--- src/rtl/cmd_dispatch.sv ---
// cmd_dispatch: command front-end for the PDH core.
// Watches the PS command register for a toggle on bit 31, decodes the target,
// issues a one-cycle en/clr pulse with a held payload, then captures that
// target's callback after CB_WAIT cycles into a PS-readable status word.
// Optional build macro CMD_DISPATCH_PENDING_EN adds a 1-deep pending command slot.
module cmd_dispatch #(
  parameter int unsigned NUM_TARGETS = 4,
  parameter int unsigned DATA_WIDTH  = 16,
  parameter int unsigned CB_WIDTH    = 8,
  parameter int unsigned CB_WAIT     = 4
) (
  input  logic                            clk,
  input  logic                            rst_n,
  input  logic [31:0]                     cmd_i,
  output logic [NUM_TARGETS-1:0]          en_o,
  output logic [NUM_TARGETS-1:0]          clr_o,
  output logic [DATA_WIDTH-1:0]           data_o,
  input  logic [NUM_TARGETS*CB_WIDTH-1:0] callback_i,
  output logic [31:0]                     status_o
);

  localparam int unsigned CntW = (CB_WAIT > 1) ? $clog2(CB_WAIT) : 1;
  localparam int unsigned AccW = DATA_WIDTH + 4;
  localparam logic [NUM_TARGETS-1:0] OneHot0 = NUM_TARGETS'(1);

  typedef enum logic [1:0] {StIdle, StIssue, StWait, StDone} state_e;

  state_e                     state_q;
  logic [31:0]                cmd_r;
  logic                       tgl_ref_r;
  logic [2:0]                 sel_q;
  logic                       bad_q;
  logic [CntW-1:0]            cnt_q;

  logic                       st_done_q;
  logic                       st_busy_q;
  logic                       st_err_q;
  logic                       st_ovr_q;
  logic [2:0]                 st_tgt_q;
  logic [CB_WIDTH-1:0]        st_cb_q;

  // Accepted command packed as {clr, sel[2:0], payload}.
  logic [AccW-1:0]            new_acc;
  logic [AccW-1:0]            acc_cmd;
  logic                       acc_vld;
  logic                       acc_clr;
  logic [2:0]                 acc_sel;
  logic                       acc_ok;
  logic                       new_cmd;
  logic                       drop;
  logic [NUM_TARGETS*CB_WIDTH-1:0] cb_shift;
  logic [CB_WIDTH-1:0]        cb_sel;

`ifdef CMD_DISPATCH_PENDING_EN
  logic                       pend_vld_q;
  logic [AccW-1:0]            pend_cmd_q;
  logic                       take_pend;
  logic                       store;
`endif

  // Payload bits above DATA_WIDTH are ignored.
  logic unused_cmd;
  assign unused_cmd = ^(cmd_r[26:0] >> DATA_WIDTH);

  // Command detection, acceptance and callback slice selection.
  always_comb begin
    new_cmd  = cmd_r[31] != tgl_ref_r;
    new_acc  = {cmd_r[30:27], cmd_r[DATA_WIDTH-1:0]};
`ifdef CMD_DISPATCH_PENDING_EN
    take_pend = (state_q == StIdle) && pend_vld_q;
    acc_vld   = (state_q == StIdle) && (pend_vld_q || new_cmd);
    acc_cmd   = pend_vld_q ? pend_cmd_q : new_acc;
    // A slot freed this cycle can take the arriving command.
    store     = new_cmd && ((state_q != StIdle) || pend_vld_q) && (!pend_vld_q || take_pend);
    drop      = new_cmd && (state_q != StIdle) && pend_vld_q;
`else
    acc_vld   = (state_q == StIdle) && new_cmd;
    acc_cmd   = new_acc;
    drop      = new_cmd && (state_q != StIdle);
`endif
    acc_clr  = acc_cmd[AccW-1];
    acc_sel  = acc_cmd[AccW-2:DATA_WIDTH];
    acc_ok   = {29'd0, acc_sel} < NUM_TARGETS;
    cb_shift = callback_i >> (32'(sel_q) * CB_WIDTH);
    cb_sel   = cb_shift[CB_WIDTH-1:0];
  end

  assign status_o = {st_done_q, st_busy_q, st_err_q, st_ovr_q, st_tgt_q, 25'(st_cb_q)};

  // Dispatch FSM with registered pulses, payload and status fields.
  always_ff @(posedge clk) begin
    cmd_r <= cmd_i;
    if (!rst_n) begin
      // Track the current toggle so a pre-set bit does not fire after reset.
      tgl_ref_r <= cmd_i[31];
      state_q   <= StIdle;
      cnt_q     <= '0;
      sel_q     <= '0;
      bad_q     <= 1'b0;
      en_o      <= '0;
      clr_o     <= '0;
      data_o    <= '0;
      st_done_q <= 1'b0;
      st_busy_q <= 1'b0;
      st_err_q  <= 1'b0;
      st_ovr_q  <= 1'b0;
      st_tgt_q  <= '0;
      st_cb_q   <= '0;
`ifdef CMD_DISPATCH_PENDING_EN
      pend_vld_q <= 1'b0;
      pend_cmd_q <= '0;
`endif
    end else begin
      tgl_ref_r <= cmd_r[31];
      en_o      <= '0;
      clr_o     <= '0;
      if (drop) st_ovr_q <= 1'b1;
`ifdef CMD_DISPATCH_PENDING_EN
      if (take_pend) pend_vld_q <= 1'b0;
      if (store) begin
        pend_vld_q <= 1'b1;
        pend_cmd_q <= new_acc;
      end
`endif
      unique case (state_q)
        StIdle: begin
          if (acc_vld) begin
            sel_q     <= acc_sel;
            data_o    <= acc_cmd[DATA_WIDTH-1:0];
            st_busy_q <= 1'b1;
            st_ovr_q  <= 1'b0;
            if (acc_ok) begin
              bad_q   <= 1'b0;
              state_q <= StIssue;
              if (acc_clr) clr_o <= OneHot0 << acc_sel;
              else         en_o  <= OneHot0 << acc_sel;
            end else begin
              bad_q   <= 1'b1;
              state_q <= StDone;
            end
          end
        end
        StIssue: begin
          cnt_q   <= CntW'(CB_WAIT - 1);
          state_q <= StWait;
        end
        StWait: begin
          if (cnt_q == '0) begin
            st_done_q <= ~st_done_q;
            st_busy_q <= 1'b0;
            st_err_q  <= 1'b0;
            st_tgt_q  <= sel_q;
            st_cb_q   <= cb_sel;
            state_q   <= StDone;
          end else begin
            cnt_q <= cnt_q - CntW'(1);
          end
        end
        StDone: begin
          // Good commands already committed status on leaving WAIT.
          if (bad_q) begin
            st_done_q <= ~st_done_q;
            st_busy_q <= 1'b0;
            st_err_q  <= 1'b1;
            st_tgt_q  <= sel_q;
            st_cb_q   <= '0;
          end
          state_q <= StIdle;
        end
        default: state_q <= StIdle;
      endcase
    end
  end

endmodule

--- config.mk ---
export PLATFORM = sky130hd
export DESIGN_NAME = cmd_dispatch
export DESIGN_NICKNAME = d
export VERILOG_FILES = /design/src/rtl/cmd_dispatch.sv
export SDC_FILE = /design/constraint.sdc
export NUM_CORES = 1
export LEC_CHECK = 0
export CAP_MARGIN = 15
export CORE_ASPECT_RATIO = 0.8
export CORE_UTILIZATION = 36
export CTS_CLUSTER_DIAMETER = 60
export DETAILED_ROUTE_END_ITERATION = 6
export HOLD_SLACK_MARGIN = 0.05
export PLACE_DENSITY = 0.81
export SLEW_MARGIN = 5
export SYNTH_ARGS = -nofsm -noshare
export SYNTH_HDL_FRONTEND = slang
export SYNTH_SLANG_ARGS = --single-unit
--- constraint.sdc ---
create_clock -name clk -period 1.7 [get_ports clk]
set_input_delay 0.255 -clock clk [delete_from_list [all_inputs] [get_ports clk]]
set_output_delay 0.255 -clock clk [all_outputs]
set_load 0.02 [all_outputs]
==> reports/metrics.cfg, run 1 <==
[status]
status = finished clean

[place]
dpl_worst_slack_ns = -0.05785
dp_hpwl_mm = 3.999
placed_area_mm2 = 0.003448
portBuffers = 93
gp_congestion = 0.7964
placed_cells = 378

[clocking]
post_cts_buffers = 0
numCtsBuffers = 9
htree_levels = 3
cts.clk_slew.worst_paths_ns = 0.08
cts_root_buffer = clkbuf_8
max-clock-path-buffers = 2
cts_tree = done
clock_sinks = 68
insertion_delay_ns = 0.34

[final_layout]
diodes = 0
drive_gt1_share_pct = 14.19
fill_cells = 569
multi_input_area_um2 = 975.9
nNetsFinal = 377
seq_area_mm2 = 0.001363
stdcell_area_mm2 = 0.003628
fin_cells = 394
layout_common_cells = clkdlybuf4s50_1, dfxtp_1, a22o_1
area.growth.synth_to_final_pct = 45.00
final_common_cell = clkdlybuf4s50_1

[route]
firstDrtPassIters = 4
wire_per_inst_um = 13.65
final_antenna_net_count = 0
vias = 1847
drt_wl_total_mm = 5.378
via_per_inst = 4.688
drt_iter0_drc = 30
post-route-drc-count = 0

[worst_hold_path]
min_path_type = input pin to flop

[global_route]
grt.total_usage_pct = 14.95
grt_pass1_vias = 1810
antenna_found_initial = 0
grt_pass1_wl_mm = 8.231
gr-total-overflow = 0
grt_start_max_net_pins = 20

[timing]
fmax_mhz = 620.2
setup_ws_ns = 0.08769
relSlewSlack_pct = 66.86
tightestPinTransition_ns = 0.4944
finalMaxSlewViolations = 0
setup_violations = 0
min_period_ns = 1.612
rsz0062_at_grt = no
hold_violations = 0
fin_crit_sh_pct = 94.84
skew_ns = 0.007043

[critical_path]
worstSetupEndpointType = output pin
required_ns = 1.44
cp_slowest_cell = clkdlybuf4s50_1
criticalPathCategory = flop to output pin
critPathLaunchType = flop
cp_max_fo = 3
crit_path_max_incr_delay_ns = 0.63
cp.buffers_inverters = 1
cp.arrival_ns = 1.36
critPathTopFamily = buffers and inverters
cp_cell_sequence = clkdlybuf4s50_1

[die]
ios = 122
die_height_um = 76.57
core_area_mm2 = 0.006539
num_rows = 26
die_area_mm2 = 0.007291
initial_core_util_pct = 38.27
dieWidth_um = 95.22

[logic_synthesis]
synthArstFlopShare_pct = 0
synthFlopType = dfxtp_1
postSynthCellCount = 206
ys_ff_latch = 68
ys_seq_area_share_pct = 54.40
synthesis.area_mm2 = 0.002502
synth.avg_cell_area_um2 = 12.15
synth_warnings = 0
synth.distinct_cells = 39
synth-edff-count = 0

[power_and_ir_drop]
power.density_mw_per_mm2 = 1360
ir_worst_vdd_uv = 907.7
power_mw = 4.934
power_leakage_nw = 1.412

[run]
maxCapViolations = 0

==> metal layers <==
| metal | part of all wire [%] | vias up | global-route usage, % |
|---|---|---|---|
| met1 | 42 | 840 | 17.04 |
| met5 | 0 | - | 0 |
| met4 | 0.37 | 0 | 4.091 |
| met3 | 14 | 2 | 9.281 |
| li1 | - | 910 | - |
| met2 | 44 | 95 | 23.14 |
==> worst paths after layout <==
| path | startpoint | end | slack, ns | cells after the start |
|---|---|---|---|---|
| worst max register to register | state_q[0] | st_cb_q[2] | 0.11 | 5 |
| worst min register to register | cmd_r[11] | data_o[11] | 0.45 | 1 |
| worst min-delay path | cmd_i[8] | cmd_r[8] | 0.35 | 1 |
| worst max-delay path | st_err_q | status_o[29] | 0.09 | 1 |
==> timing repair <==
item / in CTS / in global routing
resized for setup: 1 / 2
hold endpoints to repair: 0 / 0
pin swaps: 0 / 1
setup endpoints to repair: 3 / 25
hold buffers: 0 / 0
==> registers in the layout, indices dropped and copies added (netlist names), named ones only <==
signal,cells
cmd_r,21
st_cb_q,8
state_q,2
st_tgt_q,3
clr_o,4
tgl_ref_r,1
st_busy_q,1
cnt_q,2
st_done_q,1
st_err_q,1
sel_q,3
en_o,4
data_o,16
==> area by class of cell <==
| type | count | area share, % |
|---|---|---|
| Sequential cell | 68 | 37.55 |
| Timing Repair Buffer | 101 | 27.31 |
| Multi-Input combinational cell | 120 | 26.90 |
| Clock buffer | 9 | 3.414 |
| Tap cell | 84 | 2.897 |
| Clock inverter | 7 | 1.414 |
| Inverter | 5 | 0.5172 |
==> cell families (layout without fill, tap and decap cells) <==
logic type	Yosys count	in the layout	synth area share (%)
mux	12	12	8.900
buf+inv	34	122	9.149
flops	68	68	54.40
xor+xnor	2	2	0.7001
other cells	1	17	0.1499
fa+ha+maj	6	6	3.000
simple gates	35	35	7.801
compound gates	48	48	15.90
==> metrics by stage <==
stage,setup TNS [ns],hold WS [ns],utilization [%]
6_report,0,0.3525,55.49
5_1_grt,0,0.3213,55.49
4_1_cts,0,0.3309,55.45
3_5_place_dp,-0.8699,0.4372,52.74
3_3_place_gp,0,0.4269,52.74
2_1_floorplan,0,0.2827,-
==> where the power goes <==
part / switching, mW / internal, mW
sequential: 0.178 / 1.84
clock: 0.614 / 0.535
combinational: 0.859 / 0.907
total: 1.65 / 3.28
==> Yosys cell counts (2+ instances only) <==
master,n,area (µm²)
dfxtp_1,68,1361
a22o_1,27,236.5
buf_4,22,165.2
a21oi_1,10,50.05
mux4_2,8,180.2
nand2_1,8,30.03
ha_1,6,75.07
nor2_1,6,22.52
nor3_1,5,25.02
inv_1,4,15.01
buf_2,3,15.01
nand4_1,3,18.77
o21a_1,3,22.52
o31ai_1,3,22.52
buf_6,2,22.52
mux2_2,2,22.52
mux2i_1,2,20.02
nand3b_1,2,15.01
o211a_1,2,20.02
No activity file was read; power rests on OpenSTA's default activity.
==> run 2: changes to the inputs <==
Settings changed: CAP_MARGIN 15 to 20.
==> results of run 2 <==
Same layout as run 1: the final DEF is identical, and so are final timing and power.
==> run 3: changes to the inputs <==
Settings changed: GPL_ROUTABILITY_DRIVEN set to 0.
==> results of run 3 <==
Same layout as run 1: the final DEF is identical, and so are final timing and power.
